File: src/rtl/bcd_convert_seq_pkg.sv
// Shared types and constants for the sequential binary-to-BCD converter.
package bcd_pkg;

   localparam int unsigned BCD_DIGIT_W = 4;

   typedef logic [BCD_DIGIT_W-1:0] bcd_digit_t;

   typedef enum logic [1:0] {
      ST_IDLE,
      ST_CONV,
      ST_DONE
   } state_t;

   function automatic int unsigned clog2(input int unsigned v);
      int unsigned r;
      r = 0;
      for (int unsigned i = 0; i < 32; i++) begin
         if ((32'd1 << i) < v) r = i + 1;
      end
      return r;
   endfunction

endpackage

File: src/rtl/bcd_convert_seq_add3.sv
// Combinational double-dabble correction: a BCD digit of 5 or more gets +3.
module bcd_add3_cell
   import bcd_pkg::*;
(
   input  bcd_digit_t digit_i,
   output bcd_digit_t digit_o
);

   always_comb begin
      digit_o = digit_i;
      if (digit_i >= bcd_digit_t'(5)) digit_o = digit_i + bcd_digit_t'(3);
   end

endmodule

File: src/rtl/bcd_convert_seq.sv
// Iterative (shift-add-3) binary-to-BCD converter with valid/ready handshakes.
// Optional leading-zero blank mask on out_blank when BCD_BLANK_EN is defined.
module bcd_convert_seq
   import bcd_pkg::*;
#(
   parameter int unsigned DATA_W = 16,
   parameter int unsigned DIGITS = 5
) (
   input  logic                          clk,
   input  logic                          rst,
   input  logic                          in_valid,
   output logic                          in_ready,
   input  logic [DATA_W-1:0]             in_data,
   input  logic                          in_signed,
   output logic                          out_valid,
   input  logic                          out_ready,
   output logic [BCD_DIGIT_W*DIGITS-1:0] out_digits,
   output logic                          out_sign,
   output logic                          out_overflow,
   output logic [DIGITS-1:0]             out_blank
);

   localparam int unsigned BCD_W = BCD_DIGIT_W * DIGITS;
   localparam int unsigned CNT_W = clog2(DATA_W);
   localparam logic [CNT_W-1:0] CNT_LAST = CNT_W'(DATA_W - 1);

   state_t             state_q, state_d;
   logic [CNT_W-1:0]   cnt_q, cnt_d;
   logic [DATA_W-1:0]  mag_q, mag_d, mag_shift;
   logic [BCD_W-1:0]   bcd_q, bcd_d, bcd_adj, bcd_shift;
   logic               sign_q, sign_d;
   logic               ovf_q, ovf_d, conv_ovf;
   logic [BCD_W-1:0]   dig_q, dig_d;
   logic               osign_q, osign_d;
   logic               oovf_q, oovf_d;
   logic               conv_last, take;

   for (genvar g = 0; g < DIGITS; g++) begin : g_cell
      bcd_add3_cell u_cell (
         .digit_i (bcd_q[g*BCD_DIGIT_W +: BCD_DIGIT_W]),
         .digit_o (bcd_adj[g*BCD_DIGIT_W +: BCD_DIGIT_W])
      );
   end

   // The bit leaving the top digit is a 10^DIGITS carry: keep it as sticky overflow.
   assign {bcd_shift, mag_shift} = {bcd_adj, mag_q} << 1;
   assign conv_ovf  = ovf_q | bcd_adj[BCD_W-1];
   assign conv_last = (state_q == ST_CONV) && (cnt_q == CNT_LAST);
   assign take      = (state_q == ST_DONE) && out_ready;

   assign in_ready     = (state_q == ST_IDLE);
   assign out_valid    = (state_q == ST_DONE);
   assign out_digits   = dig_q;
   assign out_sign     = osign_q;
   assign out_overflow = oovf_q;

   always_comb begin
      state_d = state_q;
      cnt_d   = cnt_q;
      mag_d   = mag_q;
      bcd_d   = bcd_q;
      sign_d  = sign_q;
      ovf_d   = ovf_q;
      dig_d   = dig_q;
      osign_d = osign_q;
      oovf_d  = oovf_q;
      case (state_q)
         ST_IDLE: begin
            if (in_valid) begin
               sign_d  = in_signed & in_data[DATA_W-1];
               mag_d   = sign_d ? (~in_data + DATA_W'(1)) : in_data;
               bcd_d   = '0;
               cnt_d   = '0;
               ovf_d   = 1'b0;
               state_d = ST_CONV;
            end
         end
         ST_CONV: begin
            bcd_d = bcd_shift;
            mag_d = mag_shift;
            ovf_d = conv_ovf;
            cnt_d = cnt_q + CNT_W'(1);
            if (conv_last) begin
               dig_d   = bcd_shift;
               osign_d = sign_q;
               oovf_d  = conv_ovf;
               state_d = ST_DONE;
            end
         end
         ST_DONE: begin
            if (out_ready) state_d = ST_IDLE;
         end
         default: state_d = ST_IDLE;
      endcase
   end

   always_ff @(posedge clk) begin
      if (rst) begin
         state_q <= ST_IDLE;
         cnt_q   <= '0;
         mag_q   <= '0;
         bcd_q   <= '0;
         sign_q  <= 1'b0;
         ovf_q   <= 1'b0;
         dig_q   <= '0;
         osign_q <= 1'b0;
         oovf_q  <= 1'b0;
      end else begin
         state_q <= state_d;
         cnt_q   <= cnt_d;
         mag_q   <= mag_d;
         bcd_q   <= bcd_d;
         sign_q  <= sign_d;
         ovf_q   <= ovf_d;
         dig_q   <= dig_d;
         osign_q <= osign_d;
         oovf_q  <= oovf_d;
      end
   end

`ifdef BCD_BLANK_EN
   logic [DIGITS-1:0] blank_q, blank_d, blank_calc;

   // Scan from the top digit down; a digit blanks while everything above it is zero.
   always_comb begin
      logic all_zero;
      int unsigned idx;
      blank_calc = '0;
      all_zero   = 1'b1;
      for (int unsigned k = 0; k < DIGITS; k++) begin
         idx      = DIGITS - 1 - k;
         all_zero = all_zero & (bcd_shift[idx*BCD_DIGIT_W +: BCD_DIGIT_W] == '0);
         if (idx != 0) blank_calc[idx] = all_zero;
      end
   end

   always_comb begin
      blank_d = blank_q;
      if (conv_last) blank_d = blank_calc;
      else if (take) blank_d = '0;
   end

   always_ff @(posedge clk) begin
      if (rst) blank_q <= '0;
      else     blank_q <= blank_d;
   end

   assign out_blank = blank_q;
`else
   assign out_blank = '0;
`endif

endmodule

File: config.mk
export PLATFORM = sky130hd
export DESIGN_NAME = bcd_convert_seq
export DESIGN_NICKNAME = d
export VERILOG_FILES = /design/src/rtl/bcd_convert_seq_pkg.sv /design/src/rtl/bcd_convert_seq_add3.sv /design/src/rtl/bcd_convert_seq.sv
export SDC_FILE = /design/constraint.sdc
export NUM_CORES = 1
export LEC_CHECK = 0
export CAP_MARGIN = 25
export CORE_MARGIN = 10
export CORE_UTILIZATION = 35
export DETAILED_ROUTE_END_ITERATION = 7
export HOLD_SLACK_MARGIN = 0.1
export PLACE_DENSITY = 0.53
export SLEW_MARGIN = 20
export SYNTH_ARGS = -nofsm -noshare
export SYNTH_HDL_FRONTEND = slang
export SYNTH_SLANG_ARGS = --single-unit
File: constraint.sdc
create_clock -name clk -period 1.85 [get_ports clk]
set_input_delay 0.37 -clock clk [delete_from_list [all_inputs] [get_ports clk]]
set_output_delay 0.37 -clock clk [all_outputs]
set_load 0.02 [all_outputs]
==> impl_metrics.yaml <==
power:
  powerDensity_nw_per_um2: 704
  p_total_mw: 3.05
  ir_drop_mv: 0.281
  leakagePower_nw: 1.60
hold_path:
  whs_path_depth: 2
  hp-class: "reg2reg"
setup_path:
  cpPeakStageDelay_ns: 0.40
  worst-path-buf-inv: 1
  r2r-end: "bcd_q[8]$_SDFFE_PP0P_"
  timing.rr.start: "bcd_q[5]$_SDFFE_PP0P_"
  crit_cells: 2
  critical-path-top-delay-family: "flip-flops"
  startpoint_type: "flip-flop"
  rrSetupSlack_ns: 0.26
  path_class: "reg2out"
  cp_max_fo: 6
  critPathCaptureType: "output pin"
  critPathRequiredTime_ns: 1.48
  cpMaxStageDelayCell: "dfxtp_2"
  reg2regPathDepth: 7
  endpoint: "out_valid"
  arrival_ns: 1.31
  crit_chain: "nor2b_1, dlygate4sd2_1"
  crit_start: "state_q[1]$_SDFFE_PP0P_"
sta:
  fmax_mhz: 595
  period_minus_slack_ns: 1.68
  rsz0062_at_grt: "no"
  clock_skew_ns: 0.00971
  setup_viol: 0
  finalMaxSlewViolations: 0
  whs_ns: 0.453
  timing.final.crit_share_pct: 90.9
  hold_violations: 0
floorplanning:
  core.rowCount: 35
  io_pins: 50
  dieArea_um2: 13900
  initial_utilization_pct: 36.2
  core_um2: 9280
  die_h_um: 118
  die_w_um: 118
yosys:
  synth_warnings: 0
  synth_top_area_share_pct: 39.3
  syn_area_um2: 3360
  synthTopCellsByArea: "dfxtp_1, a21oi_1, nand2_1"
  synth-edff-count: 0
  yosysMostFrequentCell: "dfxtp_1"
  yosysTopAreaCell: "dfxtp_1"
  ys_types: 45
  synth_common_cells: "dfxtp_1, a21oi_1, nand2_1, nor2_1, a22oi_1"
  synthCells: 398
  avgSynthCellArea_um2: 8.44
  ys.flop_type: "dfxtp_1"
  ys_seq_elements: 66
  async_flop_share_pct: 0
  synth-seq-area-share_pct: 39.3
finish:
  stdcell_count: 602
  fin_nets: 501
  antenna_cells: 0
  n_fill_cell: 949
  area_growth_pct: 29.0
  drive_gt1_share_pct: 14.6
placed_design:
  gp_congestion: 0.782
  dp_hpwl_um: 5730
  portBuffers: 44
  dp.cells: 586
clock_network:
  clk_path_buf_depth: 2
  postCtsSetupBuffers: 0
  clkTransAtPathRegs_ns: 0.08
  cts_tree: "done"
  h-tree-depth: 3
  holdBufCountCts: 0
  cts-root-buf: "clkbuf_8"
  clock_sinks: 66
  cts_resized: 2
  cts_buffers: 9
  clk_latency_ns: 0.34
grt:
  overflow: 0
  antenna_found_initial: 0
  grt_max_degree: 67
  grt_pass1_wl_um: 13700
  track_usage_pct: 11.5
  grt_pass1_vias: 2975
drt:
  final_antenna_net_count: 0
  wl_per_cell_um: 13.0
  first_pass_iters: 4
  finalWirelength_um: 7850
  drtIter0Drc: 146
  post_drt_via_cell_ratio: 4.86
  post-route-drc-count: 0
  vias: 2923
status:
  status: "finished, final reports clean"
job:
  cap_viol_max_count: 0
[cell usage in the layout (no fill, tap or decap), types with 2 or more instances in the layout]
| cell | n |
|---|---|
| a211oi_1 | 7 |
| a211oi_2 | 4 |
| a21oi_1 | 50 |
| a22oi_1 | 19 |
| a31oi_1 | 2 |
| and3_1 | 6 |
| buf_12 | 4 |
| buf_4 | 34 |
| clkbuf_8 | 10 |
| clkdlybuf4s50_1 | 40 |
| clkinv_2 | 3 |
| conb_1 | 5 |
| dfxtp_1 | 64 |
| dfxtp_2 | 2 |
| dlygate4sd2_1 | 2 |
| ha_1 | 12 |
| inv_1 | 12 |
| mux2i_1 | 5 |
| nand2_1 | 41 |
| nand2b_1 | 10 |
| nand3_1 | 12 |
| nor2_1 | 34 |
| nor2b_1 | 4 |
| nor3_1 | 15 |
| nor3b_1 | 10 |
| o21ai_0 | 15 |
| o22ai_1 | 11 |
| xnor2_1 | 10 |
| xor2_1 | 8 |
[power by group]
group | leakage, nW | internal (mW) | total, mW | switching [mW]
clock | 0.103 | 0.655 | 1.21 | 0.557
combinational | 0.962 | 0.168 | 0.360 | 0.191
sequential | 0.536 | 1.46 | 1.48 | 0.0254
total | 1.60 | 2.28 | 3.05 | 0.773
[how the worst min path moves through the flow]
stage                                        endpoint                         from  slack [ns]
after detailed placement  out_digits[18]$_SDFFE_PP0P_  out_digits[18]$_SDFFE_PP0P_        0.45
after global routing       out_digits[0]$_SDFFE_PP0P_   out_digits[0]$_SDFFE_PP0P_        0.47
final                           out_sign$_SDFFE_PP0P_          sign_q$_SDFFE_PP0P_        0.45
after global placement     out_digits[9]$_SDFFE_PP0P_   out_digits[9]$_SDFFE_PP0P_        0.44
after floorplan                 out_sign$_SDFFE_PP0P_          sign_q$_SDFFE_PP0P_        0.43
after CTS                 out_digits[18]$_SDFFE_PP0P_  out_digits[18]$_SDFFE_PP0P_        0.46
[worst reg2reg max path, delay by kind of cell (launching register included)]
family / cells / cell delay, ns
compound gates: 2 / 0.43
simple gates: 3 / 0.42
flops: 1 / 0.36
fa+ha+maj: 1 / 0.17
buf+inv: 1 / 0.08
[metal layers]
layer  GRT usage [%]  routed length [um]  up-vias
met5               0                   0        -
met4            5.33                 149        0
met3            3.07                 321       11
met2            19.9                3730       47
met1            13.0                3660     1326
li1                -                   -     1539
[logic make-up after synthesis]
group | count (synthesis) | synth area share (%)
other | 1 | 0.112
flip-flops | 66 | 39.3
buffers and inverters | 39 | 6.37
adder cells (fa/ha/maj) | 12 | 4.47
multiplexers | 5 | 1.49
AND/OR/NAND/NOR | 144 | 22.3
AO/OA/AOI/OAI | 113 | 21.2
XOR/XNOR | 18 | 4.69
[cell type report]
cell class / count / area [um2] / share of cell area (%)
clock inverter: 5 / 53.8 / 1.24
timing repair buffer: 82 / 771 / 17.8
inverter: 12 / 45.0 / 1.04
sequential: 66 / 1320 / 30.5
tap: 129 / 161 / 3.72
multi-input combinational: 297 / 1840 / 42.4
clock buffer: 11 / 141 / 3.26
[sequential cells by signal, indices dropped and copies added, names as in the netlist]
register	cells
mag_q	16
out_sign	1
sign_q	1
out_digits	20
out_overflow	1
bcd_q	20
ovf_q	1
cnt_q	4
state_q	2
[stage by stage]
step / TNS (ns) / utilization [%] / cell area [um2] / worst slack (ns)
5_1_grt: 0 / 46.7 / 4340 / 0.0663
3_5_place_dp: -7.67 / 44.6 / 4140 / -0.278
2_1_floorplan: 0 / - / 3380 / 0.261
3_3_place_gp: -6.34 / 44.6 / 4140 / -0.255
6_report: 0 / 46.7 / 4340 / 0.168
4_1_cts: 0 / 46.7 / 4330 / 0.0310
Power figures use the tool's default switching activity.
